[config.mk]
export PLATFORM = sky130hd
export DESIGN_NAME = btn_conditioner
export DESIGN_NICKNAME = d
export VERILOG_FILES = /design/src/rtl/btn_conditioner.sv
export SDC_FILE = /design/constraint.sdc
export NUM_CORES = 1
export LEC_CHECK = 0
export BUFFER_PORTS_ARGS = -buffer_cell sky130_fd_sc_hd__buf_2
export CAP_MARGIN = 15
export CORE_MARGIN = 3
export CORE_UTILIZATION = 35
export CTS_BUF_LIST = sky130_fd_sc_hd__clkbuf_16
export CTS_CLUSTER_SIZE = 12
export DETAILED_ROUTE_END_ITERATION = 16
export GPL_ROUTABILITY_DRIVEN = 1
export PLACE_DENSITY = 0.55
export SKIP_LAST_GASP = 1
export SYNTH_ARGS = -nofsm -noshare
export SYNTH_HDL_FRONTEND = slang
export SYNTH_HIERARCHICAL = 1
export SYNTH_SLANG_ARGS = --single-unit
[constraint.sdc]
create_clock -name clk_25mhz -period 6.25 [get_ports clk_25mhz]
set_input_delay 0.625 -clock clk_25mhz [delete_from_list [all_inputs] [get_ports clk_25mhz]]
set_output_delay 0.625 -clock clk_25mhz [all_outputs]
set_load 0.05 [all_outputs]
[src/rtl/btn_conditioner.sv]
// Button input conditioner: per-button polarity fix, 2-FF sync, debounce,
// and registered press/release/auto-repeat strobes in the pixel clock domain.

module btn_lane #(
    parameter logic INV             = 1'b0,
    parameter int   DEBOUNCE_CYCLES = 250000,
    parameter int   REPEAT_DELAY    = 12500000,
    parameter int   REPEAT_PERIOD   = 2500000
) (
    input  logic i_clk,
    input  logic i_rst,
    input  logic i_btn,
    output logic o_level,
    output logic o_press,
    output logic o_rel,
    output logic o_rpt
);
    localparam int DW   = $clog2(DEBOUNCE_CYCLES + 1);
    localparam int RMAX = (REPEAT_DELAY > REPEAT_PERIOD) ? REPEAT_DELAY : REPEAT_PERIOD;
    localparam int RW   = $clog2(RMAX + 1);
    localparam logic [DW-1:0] DEB_LAST = DW'(DEBOUNCE_CYCLES - 1);
    localparam logic [RW-1:0] DLY_LAST = (REPEAT_DELAY > 0) ? RW'(REPEAT_DELAY - 1) : '0;
    localparam logic [RW-1:0] PER_LAST = RW'(REPEAT_PERIOD - 1);

    typedef enum logic [1:0] {IDLE, DELAY, RPT} rstate_t;

    logic          r_s1, r_s2;
    logic          r_level, r_press, r_rel, r_rpt;
    logic [DW-1:0] r_dcnt;
    logic [RW-1:0] r_rcnt;
    rstate_t       r_state;

    logic w_toggle, w_rise, w_fall;

    // Level flips on the last cycle of an unbroken mismatch run.
    assign w_toggle = (r_s2 != r_level) && (r_dcnt == DEB_LAST);
    assign w_rise   = w_toggle & ~r_level;
    assign w_fall   = w_toggle &  r_level;

    always_ff @(posedge i_clk) begin
        if (i_rst) begin
            r_s1    <= 1'b0;
            r_s2    <= 1'b0;
            r_level <= 1'b0;
            r_press <= 1'b0;
            r_rel   <= 1'b0;
            r_dcnt  <= '0;
        end else begin
            r_s1    <= i_btn ^ INV;
            r_s2    <= r_s1;
            r_press <= w_rise;
            r_rel   <= w_fall;
            if (r_s2 == r_level)
                r_dcnt <= '0;
            else if (w_toggle) begin
                r_level <= ~r_level;
                r_dcnt  <= '0;
            end else
                r_dcnt <= r_dcnt + DW'(1);
        end
    end

    always_ff @(posedge i_clk) begin
        if (i_rst) begin
            r_state <= IDLE;
            r_rcnt  <= '0;
            r_rpt   <= 1'b0;
        end else begin
            r_rpt <= 1'b0;
            // Release wins over a repeat expiring on the same edge.
            if (w_fall) begin
                r_state <= IDLE;
                r_rcnt  <= '0;
            end else begin
                case (r_state)
                    IDLE: if (w_rise) begin
                        r_rpt  <= 1'b1;
                        r_rcnt <= '0;
                        if (REPEAT_DELAY != 0) r_state <= DELAY;
                    end
                    DELAY: if (r_rcnt == DLY_LAST) begin
                        r_rpt   <= 1'b1;
                        r_rcnt  <= '0;
                        r_state <= RPT;
                    end else
                        r_rcnt <= r_rcnt + RW'(1);
                    RPT: if (r_rcnt == PER_LAST) begin
                        r_rpt  <= 1'b1;
                        r_rcnt <= '0;
                    end else
                        r_rcnt <= r_rcnt + RW'(1);
                    default: r_state <= IDLE;
                endcase
            end
        end
    end

    assign o_level = r_level;
    assign o_press = r_press;
    assign o_rel   = r_rel;
    assign o_rpt   = r_rpt;
endmodule

module btn_conditioner #(
    parameter int               N_BTN           = 8,
    parameter logic [N_BTN-1:0] INVERT_MASK     = {{(N_BTN-1){1'b0}}, 1'b1},
    parameter int               DEBOUNCE_CYCLES = 250000,
    parameter int               REPEAT_DELAY    = 12500000,
    parameter int               REPEAT_PERIOD   = 2500000
) (
    input  logic             clk_25mhz,
    input  logic             rst,
    input  logic [N_BTN-1:0] btn_in,
    output logic [N_BTN-1:0] btn_level,
    output logic [N_BTN-1:0] btn_press,
    output logic [N_BTN-1:0] btn_release,
    output logic [N_BTN-1:0] btn_repeat
);
    for (genvar g = 0; g < N_BTN; g++) begin : g_lane
        btn_lane #(
            .INV            (INVERT_MASK[g]),
            .DEBOUNCE_CYCLES(DEBOUNCE_CYCLES),
            .REPEAT_DELAY   (REPEAT_DELAY),
            .REPEAT_PERIOD  (REPEAT_PERIOD)
        ) u_lane (
            .i_clk  (clk_25mhz),
            .i_rst  (rst),
            .i_btn  (btn_in[g]),
            .o_level(btn_level[g]),
            .o_press(btn_press[g]),
            .o_rel  (btn_release[g]),
            .o_rpt  (btn_repeat[g])
        );
    end
endmodule

==> impl_results.md <==
- Result of the run: finished, final reports clean
- Antenna Cells: 0
- Startpoint kind of the worst setup timing path: flip-flop
- Instance count along the most critical hold path: 2
- Endpoint, Worst Hold: g_lane[0].u_lane/r_s1$_SDFF_PP0_
- Number of global-route vias before repair: between 15000 and 20000
- Final weighted congestion in routability-driven placement: ~0.8
- Internal power of the cells: 0.00425 W
- Synthesized instance count: 2498
- Maximum vdd ir drop: 0.174 mV
- Net count, final: about 2600
- Antenna violations before repair: 0
- Period utilisation layout: 0.478
- H-tree depth: 2
- Predominant post-synthesis flop cell: sky130_fd_sc_hd__dfxtp_1
- Largest registers: g_lane.u_lane/r_rcnt: 192 flops, g_lane.u_lane/r_dcnt: 144 flops, g_lane.u_lane/r_state: 16 flops
- Max frequency: 335 MHz
- Yosys warns: 6
- Pin count of the biggest net entering global routing: 30
- Starting density of the core: 0.356
- Number of library cell types mapped by synthesis: 82
- Clk_lat worst skew: just under 0.6 ns
- Port Buffers: 41
- Worst relative slew slack: 0.325
- Master cell of the clock root buffer: sky130_fd_sc_hd__clkbuf_16
- Switching share of power: 0.221
- Origin of the worst min-delay path: btn_in[0]
- Setup Buffers After CTS: 0
- Power density cells: approximately 230 mW/mm2
- Actual transition at the worst max-transition pin: ~1.0 ns
- Least setup slack across all paths after layout: about 3.3 ns
- Register ranked first by flip-flop count: g_lane.u_lane/r_rcnt
- Slew Limit Fails: 0
- Top cell types by occurrence after synthesis: 400 x sky130_fd_sc_hd__dfxtp_1, 298 x sky130_fd_sc_hd__nor2_1, 203 x sky130_fd_sc_hd__nand2_1
- FFs w/ async S/R, synth: 0
- Proportion of netlist area held by the largest area contributor: 0.379
- Worst path max stage delay: between 0.6 and 0.7 ns
- Maximum fanout along the worst path: 10
- Sequential share of the synthesized area: 0.379
- Number of endpoints failing setup at the final stage: 0
- Netlist area before placement: 0.0211 mm2
- Number of hold violations in the final report: 0
- # resized after CTS: 0
- Power share of the sequential group: 0.470
- Worst Setup Slack post-DPL: roughly 3.2 ns
- Capturing point of the worst reg2reg path: g_lane[5].u_lane/r_rcnt[5]$_SDFFE_PP0P_
- Number of buffers on the longest clock path: 3
- DRC viols: 0
- Drt wl/cell: 14.8 um
- Detail Placement HPWL: 34.0 mm
- Number of maximum-capacitance violations: 0
- Violation count after the first detailed-route iteration: 1218
- Number of buffers inserted by hold repair at cts: 0
- Chip width: between 200 and 300 um
- Comb power frac: 0.019
- Cell type with the largest total area after synthesis: sky130_fd_sc_hd__dfxtp_1
- Reg2Reg Depth: 7
- First-pass detailed-route iteration total: 5
- Number of vias per cell after detailed routing: 5.49
- RR Startpoint: g_lane[5].u_lane/r_dcnt[0]$_SDFF_PP0_
- Die footprint: roughly 0.063 mm2
- Unrepaired setup endpoints after global routing: false
- Final ANT Viol Nets: 0
- Leak Pwr: about 7.4 nW
- Fraction of final layout cells with drive strength greater than 1: 0.0914
- Sum Neg Setup Slack: 0 ns
- TritonCTS clock tree: built
- Clock Skew: 0.0168 ns
- Seq cells post-synth: 400
- Required time of the critical path: 6.71 ns
- Hold/Removal Path Class: input port to flip-flop
- Type of element capturing the critical path: flip-flop
- Overall track demand over capacity in global routing: 0.152
- Number of sinks on the clock net: 400
- Sequence of cells on the critical path: ha_1 > nand3_1 > or4b_1 > o31ai_4 > or2_0 > o21ai_0 > a22o_1
- Count of buffering cells on the critical path with inverters included: 0
- Placement Rows: 89
- Total routed wirelength: 49.2 mm
- Floorplan Core Area: roughly 0.059 mm2
- Number of placed I/O pins: 42
- Min cycle time layout: about 3 ns
- Cts bufs inserted: 48
- Switching Power: 0.00121 W
- Clock slew at the register clock pins of the worst setup and hold paths: roughly 0.060 ns
- Top area cells in the synthesized netlist: sky130_fd_sc_hd__dfxtp_1 38%, sky130_fd_sc_hd__nor2_1 5.3%, sky130_fd_sc_hd__nand3_1 4.7%
- Gate family responsible for the most delay along the worst path: simple AND/OR/NAND/NOR gates
- Synthesized area per cell: 8.46 um2
- Worst reg-to-reg setup slack: 3.27 ns
- DIE HEIGHT: 252 um
- Cell with the biggest individual delay on the critical path: sky130_fd_sc_hd__or4b_1
- Number of flops mapped to enable cells by yosys: 0
- Clock power frac: 0.512
- Residual overflow from global routing: 0
- Syn nets: 2564
- Routed vias: 18300
- Endpoint arrival time on the critical path: 3.45 ns
- First-pass GRT wire length: ~83 mm
- Setup CP Type: flip-flop to flip-flop
- Flip-flop count of the largest register after layout: 192
- Area growth syn-to-layout: 11.1%
- Most frequently used cell type in the post-synthesis netlist: sky130_fd_sc_hd__dfxtp_1
[cell usage in the layout (no fill, tap or decap), types with 28 or more instances in the layout]
master / count
sky130_fd_sc_hd__dfxtp_1: 400
sky130_fd_sc_hd__nor2_1: 298
sky130_fd_sc_hd__nand2_1: 203
sky130_fd_sc_hd__nand3_1: 199
sky130_fd_sc_hd__inv_1: 128
sky130_fd_sc_hd__o21ai_0: 111
sky130_fd_sc_hd__nor3_1: 83
sky130_fd_sc_hd__a21oi_1: 76
sky130_fd_sc_hd__xor2_1: 70
sky130_fd_sc_hd__nand4_1: 70
sky130_fd_sc_hd__ha_1: 56
sky130_fd_sc_hd__clkbuf_16: 49
sky130_fd_sc_hd__o31ai_1: 44
sky130_fd_sc_hd__or4_1: 41
sky130_fd_sc_hd__buf_2: 41
sky130_fd_sc_hd__xnor2_1: 39
sky130_fd_sc_hd__and3_1: 38
sky130_fd_sc_hd__a22o_1: 36
sky130_fd_sc_hd__a31oi_1: 30
sky130_fd_sc_hd__nand2b_1: 28
[how the worst max path moves through the flow]
stage,start,end,depth (start not counted)
2_1_floorplan,g_lane[1].u_lane/r_dcnt[0]$_SDFF_PP0_,g_lane[1].u_lane/r_rcnt[8]$_SDFFE_PP0P_,8
3_3_place_gp,rst,g_lane[1].u_lane/r_rcnt[5]$_SDFFE_PP0P_,7
3_5_place_dp,rst,g_lane[1].u_lane/r_rcnt[5]$_SDFFE_PP0P_,7
4_1_cts,g_lane[6].u_lane/r_dcnt[0]$_SDFF_PP0_,g_lane[6].u_lane/r_rcnt[2]$_SDFFE_PP0P_,7
5_1_grt,g_lane[1].u_lane/r_dcnt[0]$_SDFF_PP0_,g_lane[1].u_lane/r_rcnt[6]$_SDFFE_PP0P_,7
6_report,g_lane[5].u_lane/r_dcnt[0]$_SDFF_PP0_,g_lane[5].u_lane/r_rcnt[5]$_SDFFE_PP0P_,7
[power by group through the flow]
stage / Sequential [W] / Combinational [W] / Clock, W
after global placement: 0.00262 / 0.000101 / 0
after CTS: 0.00256 / 0.000103 / 0.00290
after detailed placement: 0.00262 / 0.000103 / 0
final: 0.00256 / 0.000101 / 0.00279
after global routing: 0.00256 / 0.000115 / 0.00300
after floorplan: 0.00262 / 0.0000746 / 0
[cells by family after synthesis]
group / count (synthesis) / synth area share
compound gates: 524 / 0.185
flops: 400 / 0.379
fa+ha+maj: 56 / 0.0331
simple gates: 1178 / 0.297
xor+xnor: 110 / 0.0459
buf+inv: 192 / 0.0414
mux: 38 / 0.0187
[layer usage]
layer  routed length (um)  share of wire  GRT usage
met4                  850          0.017     0.0376
met2                22800           0.46      0.256
met1                23400           0.48      0.202
met3                 2090          0.043     0.0273
met5                    0              0          0
[worst reg2reg max path, stage by stage, from the launching register on]
cell and delay [ns]:
sky130_fd_sc_hd__dfxtp_1 0.35, sky130_fd_sc_hd__ha_1 0.23, sky130_fd_sc_hd__nand3_1 0.11, sky130_fd_sc_hd__or4b_1 0.64
sky130_fd_sc_hd__o31ai_4 0.47, sky130_fd_sc_hd__or2_0 0.61, sky130_fd_sc_hd__o21ai_0 0.20, sky130_fd_sc_hd__a22o_1 0.26
[area by class of cell]
cell class,count,area [um2]
inverter,121,454
timing repair buffer,45,235
clock buffer,49,1230
sequential,400,8010
clock inverter,38,334
tap,773,967
fill,5981,35900
multi-input combinational,1906,12300
[stage by stage]
step	utilization	std cells	power (W)	hold slack, ns	cell area, um2
after CTS	0.396	3332	0.00556	0.173	23500
after global placement	0.369	3245	0.00272	0.418	21900
final	0.396	3332	0.00546	0.209	23500
after detailed placement	0.369	3245	0.00272	0.429	21900
after floorplan	-	2498	0.00269	0.413	21100
after global routing	0.396	3332	0.00568	0.189	23500
Power figures use the tool's default switching activity.
